### src/rtl/lcd_pixel_scanner_if.sv
// Pixel stream from the raster scanner to the LCD frame writer.
// The master holds pixel_data/pixel_valid; the slave answers with pixel_ready.
interface lcd_pixel_scanner_if;
    logic [15:0] pixel_data;
    logic        pixel_valid;
    logic        pixel_ready;

    modport master (output pixel_data, output pixel_valid, input pixel_ready);
    modport slave  (input pixel_data, input pixel_valid, output pixel_ready);
endinterface

### src/rtl/lcd_pixel_scanner.sv
// Raster-scan sequencer: walks (x,y) over one frame per start request and turns the
// OR-combined glyph hit into one colour word per pixel on a valid/ready stream.
module lcd_pixel_scanner #(
    parameter int          WIDTH     = 320,
    parameter int          HEIGHT    = 240,
    parameter logic [15:0] FG_COLOUR = 16'hFFFF,
    parameter logic [15:0] BG_COLOUR = 16'h0000
) (
    input  logic                        clock,
    input  logic                        reset,
    input  logic                        start,
    output logic [8:0]                  x,
    output logic [7:0]                  y,
    input  logic                        active,
    lcd_pixel_scanner_if.master         pix,
    output logic                        busy,
    output logic                        frame_done
);
    localparam logic [8:0] X_LAST = 9'(WIDTH - 1);
    localparam logic [7:0] Y_LAST = 8'(HEIGHT - 1);

    typedef enum logic [1:0] {IDLE, SCAN, DRAIN} state_t;

    state_t      state, state_n;
    logic [8:0]  x_n;
    logic [7:0]  y_n;
    logic [15:0] data_q, data_n;
    logic        valid_q, valid_n;
    logic        done_n;
    logic        load;

    always_ff @(posedge clock or posedge reset) begin
        if (reset) begin
            state      <= IDLE;
            x          <= '0;
            y          <= '0;
            data_q     <= BG_COLOUR;
            valid_q    <= 1'b0;
            frame_done <= 1'b0;
        end else begin
            state      <= state_n;
            x          <= x_n;
            y          <= y_n;
            data_q     <= data_n;
            valid_q    <= valid_n;
            frame_done <= done_n;
        end
    end

    always_comb begin
        state_n = state;
        x_n     = x;
        y_n     = y;
        data_n  = data_q;
        valid_n = valid_q;
        done_n  = 1'b0;
        load    = 1'b0;
        case (state)
            IDLE: begin
                x_n = '0;
                y_n = '0;
                if (start) state_n = SCAN;
            end
            SCAN: begin
                // A slot is free when nothing is held or the held pixel leaves this edge.
                load = !valid_q || pix.pixel_ready;
                if (load) begin
                    data_n  = active ? FG_COLOUR : BG_COLOUR;
                    valid_n = 1'b1;
                    if (x == X_LAST) begin
                        x_n = '0;
                        if (y == Y_LAST) begin
                            y_n     = '0;
                            state_n = DRAIN;
                        end else begin
                            y_n = y + 8'd1;
                        end
                    end else begin
                        x_n = x + 9'd1;
                    end
                end
            end
            DRAIN: begin
                if (valid_q && pix.pixel_ready) begin
                    valid_n = 1'b0;
                    done_n  = 1'b1;
                    state_n = IDLE;
                end
            end
            default: state_n = IDLE;
        endcase
    end

    assign busy            = (state != IDLE);
    assign pix.pixel_data  = data_q;
    assign pix.pixel_valid = valid_q;
endmodule
### src/flat_wrapper.sv
// flat-port wrapper written by rule: the top's interface ports become plain ports
module lcd_pixel_scanner_flat 
#(
    parameter int          WIDTH     = 320,
    parameter int          HEIGHT    = 240,
    parameter logic [15:0] FG_COLOUR = 16'hFFFF,
    parameter logic [15:0] BG_COLOUR = 16'h0000
)
  (clock, reset, start, x, y, active, busy, frame_done, pix_pixel_data, pix_pixel_valid, pix_pixel_ready);
  lcd_pixel_scanner_if pix_i ();
  input  logic clock;
  input  logic reset;
  input  logic start;
  output logic [8:0] x;
  output logic [7:0] y;
  input  logic active;
  output logic busy;
  output logic frame_done;
  output wire logic [$bits(pix_i.pixel_data)-1:0] pix_pixel_data;
  output wire logic [$bits(pix_i.pixel_valid)-1:0] pix_pixel_valid;
  input wire logic [$bits(pix_i.pixel_ready)-1:0] pix_pixel_ready;
  assign pix_pixel_data = pix_i.pixel_data;
  assign pix_pixel_valid = pix_i.pixel_valid;
  assign pix_i.pixel_ready = pix_pixel_ready;
  lcd_pixel_scanner #(.WIDTH(WIDTH), .HEIGHT(HEIGHT), .FG_COLOUR(FG_COLOUR), .BG_COLOUR(BG_COLOUR)) u_core (.clock(clock), .reset(reset), .start(start), .x(x), .y(y), .active(active), .pix(pix_i), .busy(busy), .frame_done(frame_done));
endmodule
### config.mk
export PLATFORM = sky130hd
export DESIGN_NAME = lcd_pixel_scanner_flat
export DESIGN_NICKNAME = d
export VERILOG_FILES = /design/src/rtl/lcd_pixel_scanner_if.sv /design/src/rtl/lcd_pixel_scanner.sv /design/src/flat_wrapper.sv
export SDC_FILE = /design/constraint.sdc
export NUM_CORES = 1
export LEC_CHECK = 0
export CAP_MARGIN = 25
export CORE_ASPECT_RATIO = 0.5
export CORE_MARGIN = 2
export CORE_UTILIZATION = 50
export CTS_CLUSTER_DIAMETER = 120
export DETAILED_ROUTE_END_ITERATION = 7
export GPL_ROUTABILITY_DRIVEN = 0
export PLACE_DENSITY = 0.84
export SLEW_MARGIN = 30
export SYNTH_ARGS = -nofsm -noshare
export SYNTH_HDL_FRONTEND = slang
export SYNTH_SLANG_ARGS = --single-unit
### constraint.sdc
create_clock -name clock -period 5 [get_ports clock]
set_input_delay 1 -clock clock [delete_from_list [all_inputs] [get_ports clock]]
set_output_delay 1 -clock clock [all_outputs]
set_load 0.05 [all_outputs]
==> results.yml <==
status:
  status: "finished, final reports clean"
final_layout:
  area.growth.synth_to_final_pct: 25.8
  drive_gt1_share_pct: 6.86
  multiInputGateArea_um2: 689
  mostFrequentLayoutCells: "clkdlybuf4s50_1 (40), dfrtp_1 (22), nand2_1 (15), nor2_1 (10), nand3_1 (9)"
  antenna_cells_inserted: 0
  layout_commonest_cell: "clkdlybuf4s50_1"
  seq_area_um2: 551
  fin_nets: 183
  num-fill-cells: 209
  design_area_mm2: 0.00177
synth:
  synth_async_sr_flop_share_pct: 100
  synth_nets: 158
  synth_area_mm2: 0.00141
  yosysTopAreaCell: "dfrtp_1"
  synth_area_per_cell_um2: 9.33
  ys_ff_latch: 22
  yosysTopAreaCellShare_pct: 39.1
  synth_flop_cell: "dfrtp_1"
  synth_area_leaders: "dfrtp_1 (39%), buf_4 (9.1%), nand2_1 (4.0%)"
  synthCells: 151
  synth_warnings: 0
  synth_edf_count: 0
  yosys.cell_types.count: 49
  yosysSeqAreaShare_pct: 39.1
grt:
  grt_usage_pct: 19.7
  overflow: 0
  grt_max_degree: 23
  grt_pass1_vias: 1046
  grt_pass1_wl_um: 5000
  grt_antenna_before_repair: 0
floorplanning:
  initial_core_util_pct: 53.5
  die_w_um: 79.1
  core-area_mm2: 0.00264
  die_area_mm2: 0.00328
  pin_count: 41
  die_h_um: 41.5
  core.rowCount: 13
route:
  wl_per_cell_um: 14.5
  drc: 0
  dr_total_vias: 1208
  finalWirelength_um: 3070
  vias_per_cell: 5.70
  drt_iter0_markers: 82
  ant_nets: 0
  dr.pass1.iters: 5
power_and_ir_drop:
  p_per_area_mw_per_mm2: 336
  leakage_uw: 0.000698
  totalPowerFinal_uw: 596
  ir_drop_uv: 313
sta:
  slew_headroom_pct: 48.0
  fmaxAchievable_mhz: 348
  hold_violations: 0
  final.setup.tns_ns: 0
  min_period_over_period_pct: 57.5
  fin_skew_ns: 0.00462
  tightest_slew_ns: 0.775
  period_minus_slack_ns: 2.87
  maxSlewViolCount: 0
  rsz0062_at_grt: "false"
  finalSetupViolCount: 0
clock_tree:
  post_cts_buffers: 0
  cts_tree: "done"
  numCtsBuffers: 3
  clock_path_buffers: 2
  cts_sinks: 22
  post_cts_resized: 0
  root_buffer: "clkbuf_8"
  cts.htree.levels: 1
  cts.clk_slew.worst_paths_ns: 0.08
  insertion_delay_ns: 0.27
  ctsHoldBuffers: 0
critical_path:
  end_kind: "output port"
  cp-start-kind: "flip-flop"
  cp_slowest_cell: "clkdlybuf4s50_1"
  path_cells: "or2_2 -> clkdlybuf4s50_1"
  worstPathArrival_ns: 1.87
  worstSetupPathType: "reg2out"
  cpPeakStageDelay_ns: 0.71
  cp_max_fo: 13
  required_ns: 4.00
place:
  dpl_cell_area_mm2: 0.00171
  hpwl_um: 2290
  numPortBuffers: 40
flow_run:
  drv_cap: 0
hold_path:
  hp-class: "reg2reg"
==> layout make-up <==
type | count | share of cell area (%)
clock buffers | 4 | 3.11
inverters | 8 | 1.69
multi-input cells | 101 | 38.9
flip-flops and latches | 22 | 31.1
well taps | 37 | 2.61
repair buffers | 40 | 22.6
==> cells in the mapped netlist (2+ instances only) <==
cell       n
nand4b_1   2
a21oi_1    2
nand2b_1   2
nor4_1     2
inv_1      8
nor3_1     5
xnor2_1    3
nor2b_1    2
nand4_1    2
nand2_1   15
o31ai_1    4
buf_4     17
ha_1       2
nand3b_1   3
o311ai_1   2
o21ai_0    3
o21ai_1    4
a31oi_1    2
nand3_1    9
mux2i_1    3
nor2_1    10
dfrtp_1   22
==> power by group <==
part	internal, uW	switching, uW	total, uW
Sequential	197	30.3	227
Combinational	78.2	162	240
Clock	70.3	58.7	129
Total	345	251	596
==> metal layers <==
layer / vias up / wire length, um / global-route usage [%]
met2: 53 / 1390 / 30.0
li1: 574 / - / -
met3: 3 / 228 / 6.52
met5: - / 0 / 0
met4: 0 / 12 / 5.17
met1: 578 / 1440 / 27.2
==> worst max-delay path: cells and delay by family (launching register included) <==
| family | cells | cell delay, ns |
|---|---|---|
| buffers and inverters | 1 | 0.71 |
| flip-flops | 1 | 0.50 |
| AND/OR/NAND/NOR | 1 | 0.39 |
==> flip-flops by register name, summed over array words and instances, names as in the netlist <==
signal / flops
u_core.x: 9
u_core.y: 8
u_core.state: 2
u_core.frame_done: 1
u_core.pix.pixel_data: 1
u_core.pix.pixel_valid: 1
==> metrics by stage <==
stage	hold WS, ns	instances	setup slack (ns)	util [%]
2_1_floorplan	0.613	151	2.86	-
3_3_place_gp	0.523	208	2.45	64.8
3_5_place_dp	0.528	208	2.42	64.8
4_1_cts	0.534	212	2.13	66.9
5_1_grt	0.555	212	2.08	67.2
6_report	0.534	212	2.13	67.2
==> path summary, 6_finish.rpt <==
| check | startpoint | endpoint | slack [ns] | cells past startpoint |
|---|---|---|---|---|
| min in group asynchronous | reset | u_core.y[1] | 1.07 | 2 |
| max in group asynchronous | reset | u_core.frame_done | 3.55 | 2 |
| hold reg to reg | u_core.y[6] | u_core.y[6] | 0.53 | 1 |
| setup reg to reg | u_core.x[0] | u_core.state[0] | 2.98 | 5 |
| hold / removal | u_core.y[6] | u_core.y[6] | 0.53 | 1 |
| setup / recovery | u_core.state[1] | busy | 2.13 | 2 |
==> cell families after synthesis <==
logic type      share of synthesized area (%)
mux                                      2.93
xor+xnor                                 2.49
simple gates                             25.7
buf+inv                                  12.6
flops                                    39.1
compound gates                           15.5
fa+ha+maj                                1.78
Power figures use the tool's default switching activity.
